<file path="src/rtl/uart_inst_receiver.sv">
// 8N1 UART receiver assembling four little-endian bytes into a 32-bit instruction word; optional idle timeout via UART_INST_TIMEOUT_EN.
// Latency: inst_valid rises the cycle after the fourth byte's stop-bit sample (rx passes a 2-flop synchroniser first).
// Backpressure: one-deep valid/ready holding register; a word completing while it is still full is dropped and flagged on overflow.
module uart_inst_receiver #(
    parameter int CLKS_PER_BIT = 104,
    parameter int TIMEOUT_BITS = 40
) (
    input  logic        clk,
    input  logic        reset,
    input  logic        rx,
    output logic [31:0] inst_out,
    output logic        inst_valid,
    input  logic        inst_ready,
    output logic        frame_err,
    output logic        overflow,
    output logic        busy
);

    localparam int HALF_BIT = CLKS_PER_BIT / 2;
    localparam int CW       = $clog2(CLKS_PER_BIT);

    if (CLKS_PER_BIT < 4 || TIMEOUT_BITS < 1) begin : g_bad_cfg
        $error("uart_inst_receiver: CLKS_PER_BIT must be >= 4 and TIMEOUT_BITS >= 1");
    end

    typedef enum logic [1:0] {
        S_IDLE,
        S_START,
        S_DATA,
        S_STOP
    } state_t;

    state_t      state;
    state_t      state_nxt;
    logic        rx_meta;
    logic        rx_s;
    logic [CW-1:0] bit_cnt;
    logic [2:0]  bit_idx;
    logic [7:0]  shift_reg;
    logic [1:0]  byte_cnt;
    logic [23:0] asm_word;
    logic        half_hit;
    logic        full_hit;
    logic        data_smp;
    logic        stop_smp;
    logic        word_done;

    always_ff @(posedge clk or posedge reset) begin
        if (reset) begin
            rx_meta <= 1'b1;
            rx_s    <= 1'b1;
        end else begin
            rx_meta <= rx;
            rx_s    <= rx_meta;
        end
    end

    assign half_hit = (bit_cnt == CW'(HALF_BIT - 1));
    assign full_hit = (bit_cnt == CW'(CLKS_PER_BIT - 1));

    always_ff @(posedge clk or posedge reset) begin
        if (reset) begin
            state <= S_IDLE;
        end else begin
            state <= state_nxt;
        end
    end

    always_comb begin
        state_nxt = state;
        case (state)
            S_IDLE:  if (!rx_s) state_nxt = S_START;
            S_START: if (half_hit) state_nxt = rx_s ? S_IDLE : S_DATA;
            S_DATA:  if (full_hit && bit_idx == 3'd7) state_nxt = S_STOP;
            S_STOP:  if (full_hit) state_nxt = S_IDLE;
            default: state_nxt = S_IDLE;
        endcase
    end

    always_comb begin
        busy     = (state != S_IDLE);
        data_smp = (state == S_DATA) && full_hit;
        stop_smp = (state == S_STOP) && full_hit;
    end

    assign word_done = stop_smp && rx_s && (byte_cnt == 2'd3);

    // Bit timer restarts at every sample point so DATA/STOP samples stay centred.
    always_ff @(posedge clk or posedge reset) begin
        if (reset) begin
            bit_cnt   <= '0;
            bit_idx   <= '0;
            shift_reg <= '0;
        end else begin
            if (state == S_IDLE || (state == S_START ? half_hit : full_hit)) begin
                bit_cnt <= '0;
            end else begin
                bit_cnt <= bit_cnt + 1'b1;
            end
            if (state == S_START) begin
                bit_idx <= '0;
            end else if (data_smp) begin
                bit_idx <= bit_idx + 1'b1;
            end
            if (data_smp) begin
                shift_reg <= {rx_s, shift_reg[7:1]};
            end
        end
    end

`ifdef UART_INST_TIMEOUT_EN
    localparam int TO_CYCLES = TIMEOUT_BITS * CLKS_PER_BIT;
    localparam int TW        = $clog2(TO_CYCLES);

    logic [TW-1:0] idle_cnt;
    logic          idle_expired;

    // A start bit seen on the expiry cycle wins, so a late byte is never discarded.
    assign idle_expired = (state == S_IDLE) && rx_s && (byte_cnt != 2'd0) &&
                          (idle_cnt == TW'(TO_CYCLES - 1));

    always_ff @(posedge clk or posedge reset) begin
        if (reset) begin
            idle_cnt <= '0;
        end else if (state != S_IDLE || !rx_s || byte_cnt == 2'd0 || idle_expired) begin
            idle_cnt <= '0;
        end else begin
            idle_cnt <= idle_cnt + 1'b1;
        end
    end
`endif

    always_ff @(posedge clk or posedge reset) begin
        if (reset) begin
            byte_cnt  <= '0;
            asm_word  <= '0;
            frame_err <= 1'b0;
        end else begin
            frame_err <= stop_smp && !rx_s;
            if (stop_smp) begin
                if (rx_s) begin
                    case (byte_cnt)
                        2'd0:    asm_word[7:0]   <= shift_reg;
                        2'd1:    asm_word[15:8]  <= shift_reg;
                        2'd2:    asm_word[23:16] <= shift_reg;
                        default: ;
                    endcase
                    byte_cnt <= byte_cnt + 1'b1;
                end else begin
                    byte_cnt <= 2'd0;
                end
            end
`ifdef UART_INST_TIMEOUT_EN
            else if (idle_expired) begin
                byte_cnt <= 2'd0;
            end
`endif
        end
    end

    // Lane 3 goes straight from the shift register into the holding register.
    always_ff @(posedge clk or posedge reset) begin
        if (reset) begin
            inst_out   <= '0;
            inst_valid <= 1'b0;
            overflow   <= 1'b0;
        end else begin
            overflow <= 1'b0;
            if (word_done) begin
                if (!inst_valid || inst_ready) begin
                    inst_out   <= {shift_reg, asm_word};
                    inst_valid <= 1'b1;
                end else begin
                    overflow <= 1'b1;
                end
            end else if (inst_valid && inst_ready) begin
                inst_valid <= 1'b0;
            end
        end
    end

endmodule

</file>
<file path="config.mk">
export PLATFORM = sky130hd
export DESIGN_NAME = uart_inst_receiver
export DESIGN_NICKNAME = d
export VERILOG_FILES = /design/src/rtl/uart_inst_receiver.sv
export SDC_FILE = /design/constraint.sdc
export NUM_CORES = 1
export LEC_CHECK = 0
export CAP_MARGIN = 25
export CORE_AREA = 5 5 116 63
export CTS_CLUSTER_SIZE = 8
export DETAILED_ROUTE_END_ITERATION = 16
export DIE_AREA = 0 0 121 68
export PLACE_DENSITY = 0.83
export SYNTH_ARGS = -nofsm -noshare
export SYNTH_HDL_FRONTEND = slang
export SYNTH_SLANG_ARGS = --single-unit
</file>
<file path="constraint.sdc">
create_clock -name clk -period 5.1 [get_ports clk]
set_input_delay 0.51 -clock clk [delete_from_list [all_inputs] [get_ports clk]]
set_output_delay 0.51 -clock clk [all_outputs]
set_load 0.02 [all_outputs]
</file>
==> out/qor.yml <==
min_path_type: "reg -> reg"
cts_hold_buf: 0
port_buffers: 39
wl_per_cell_um: 17.4
placed_area_um2: 3980
finClkSkew_ns: 0.00566
synth_largest_area_cell: "dfrtp_1"
drtPass1Iterations: 4
vias_per_cell: 5.44
timing.setup.tns_ns: 0
cts_buffers: 9
hpwl_mm: 4.07
die_h_um: 68
synthMostInstantiatedCell: "dfrtp_1"
holdWs_ns: 0.356
vdd_drop_max_mv: 0.241
p_total_uw: 1380
clock-sinks: 83
gp_congestion: 0.860
netlist.area_leader.share: 0.565
nets: 283
root_buffer: "clkbuf_16"
powerDensity_nw_per_um2: 320
antenna_cells: 0
synth-seq-cells: 83
synthTopCellsByCount: "81 x dfrtp_1, 34 x mux2_2, 30 x mux2_4"
synth_compound_area_frac: 0.0436
cp_max_fo: 32
pre_cts_slack_ns: 2.79
initial_core_util: 0.566
drt_iter0_drc: 180
synthXorXnorAreaFrac: 0.00733
die_x_um: 121
crit_path_start: "bit_cnt[3]"
cts.clk_slew.worst_paths_ns: 0.06
critPathArrivalTime_ns: 2.58
n_fill_cell: 439
worstHoldStart: "rx_meta"
syn-num-nets: 244
grt_max_degree: 65
synthCells: 233
drc: 0
status: "finished clean"
drv_slew: 0
synthAdderAreaFrac: 0.0244
fin_area_um2: 4300
setup_ws_ns: 2.74
ys_warn_count: 0
cts_resized: 0
clock_path_buffers: 2
p_leak_uw: 0.00208
slew_headroom: 0.476
period_minus_slack_ns: 2.36
synth_top_family_by_area: "multiplexers"
fp-row-count: 21
gr-total-overflow: 0
clkLatencyLatePin_ns: 0.34
synth_area_leaders: "dfrtp_1 57%, mux2_4 13%, mux2_2 11%, ha_1 2.4%, buf_12 1.7%"
drive_gt1_frac: 0.329
seq_area_frac_synth: 0.580
yosys.area_share.simple: 0.0677
grt_pass1_vias: 2027
max-cap-violations: 0
pin_count: 40
cp-end-kind: "flop"
rsz0062_at_grt: "no"
synth-edff-count: 0
htree_levels: 3
syn_area_um2: 3580
r2r-start: "bit_cnt[3]"
hold_violations: 0
worstSetupStartpointType: "flop"
syn_to_final_growth_pct: 20.1
final_antenna_net_count: 0
critPathRequiredTime_ns: 5.32
synth_ff_type: "dfrtp_1"
postCtsSetupBuffers: 0
wl_mm: 6.43
tightest_slew_ns: 0.786
coreArea_um2: 6330
finalCritPeriodShare: 0.464
fmax_mhz: 423
synthMuxAreaShare: 0.238
grt_pass1_wl_mm: 10.7
antenna_found_initial: 0
cts_tree: "built"
vias: 2008
largest_reg_flops: 32
ys_types: 42
setup_viol: 0
crit_type: "reg -> reg"
async_reset_ff_frac: 1.00
syn_area_per_cell_um2: 15.4
grt_use_total: 0.175
die_area_um2: 8230
-- cells in the final DEF, fill, tap and decap left out, drive strengths merged, types with 3 or more instances in the layout --
cell type,count
dfrtp,81
mux2,64
clkdlybuf4s50,39
clkbuf,9
nand2,7
ha,7
inv,6
nand4,5
a21oi,4
o21ai,4
nor2b,3
o2bb2ai,3
nand3,3
and4,3
-- report_power, final --
part	switching, uW	leakage, uW	internal, uW
registers	1.55	0.00114	660
logic	12.5	0.000791	2.88
clock network	266	0.000154	433
total	280	0.00208	1100
-- final timing paths --
check,endpoint,depth (start not counted),slack (ns)
max in group asynchronous,inst_out[20],3,3.57
worst min register to register,rx_s,0,0.36
worst min-delay path,rx_s,0,0.36
min in group asynchronous,inst_out[16],2,0.44
worst max register to register,inst_out[30],3,2.74
worst max-delay path,inst_out[30],3,2.74
-- logic make-up (layout without fill, tap and decap cells) --
| family | Yosys count | in the layout |
|---|---|---|
| buffers and inverters | 17 | 61 |
| AND/OR/NAND/NOR | 35 | 35 |
| AO/OA/AOI/OAI | 22 | 22 |
| multiplexers | 66 | 66 |
| adder cells (fa/ha/maj) | 7 | 7 |
| flip-flops | 83 | 83 |
| XOR/XNOR | 3 | 3 |
-- critical path: stages, from the launching register on --
cell and delay [ns]:
dfrtp_1 0.47, and4bb_1 0.60, and4_4 0.75, mux2_2 0.41
-- layout make-up --
cell class	count	area (um^2)	share of cell area
well taps	92	115	0.0267
clock inverters	7	100	0.0233
repair buffers	40	398	0.0924
multi-input cells	133	1370	0.317
inverters	5	20.0	0.00465
clock buffers	9	225	0.0523
flip-flops and latches	83	2080	0.483
-- through the flow --
step                instances  utilization
floorplan                 233            -
global placement          353        0.628
detailed placement        353        0.628
CTS                       369        0.680
global route              369        0.680
finish                    369        0.680
-- per-layer routing --
layer	wire (um)	global-route usage	vias to the layer above	share of wire
met5	0	0	-	0
met4	99	0.0607	0	0.015
met3	352	0.0578	9	0.055
met2	2930	0.269	57	0.46
met1	3050	0.238	1020	0.47
li1	-	-	922	-
No activity file was read; power rests on OpenSTA's default activity.
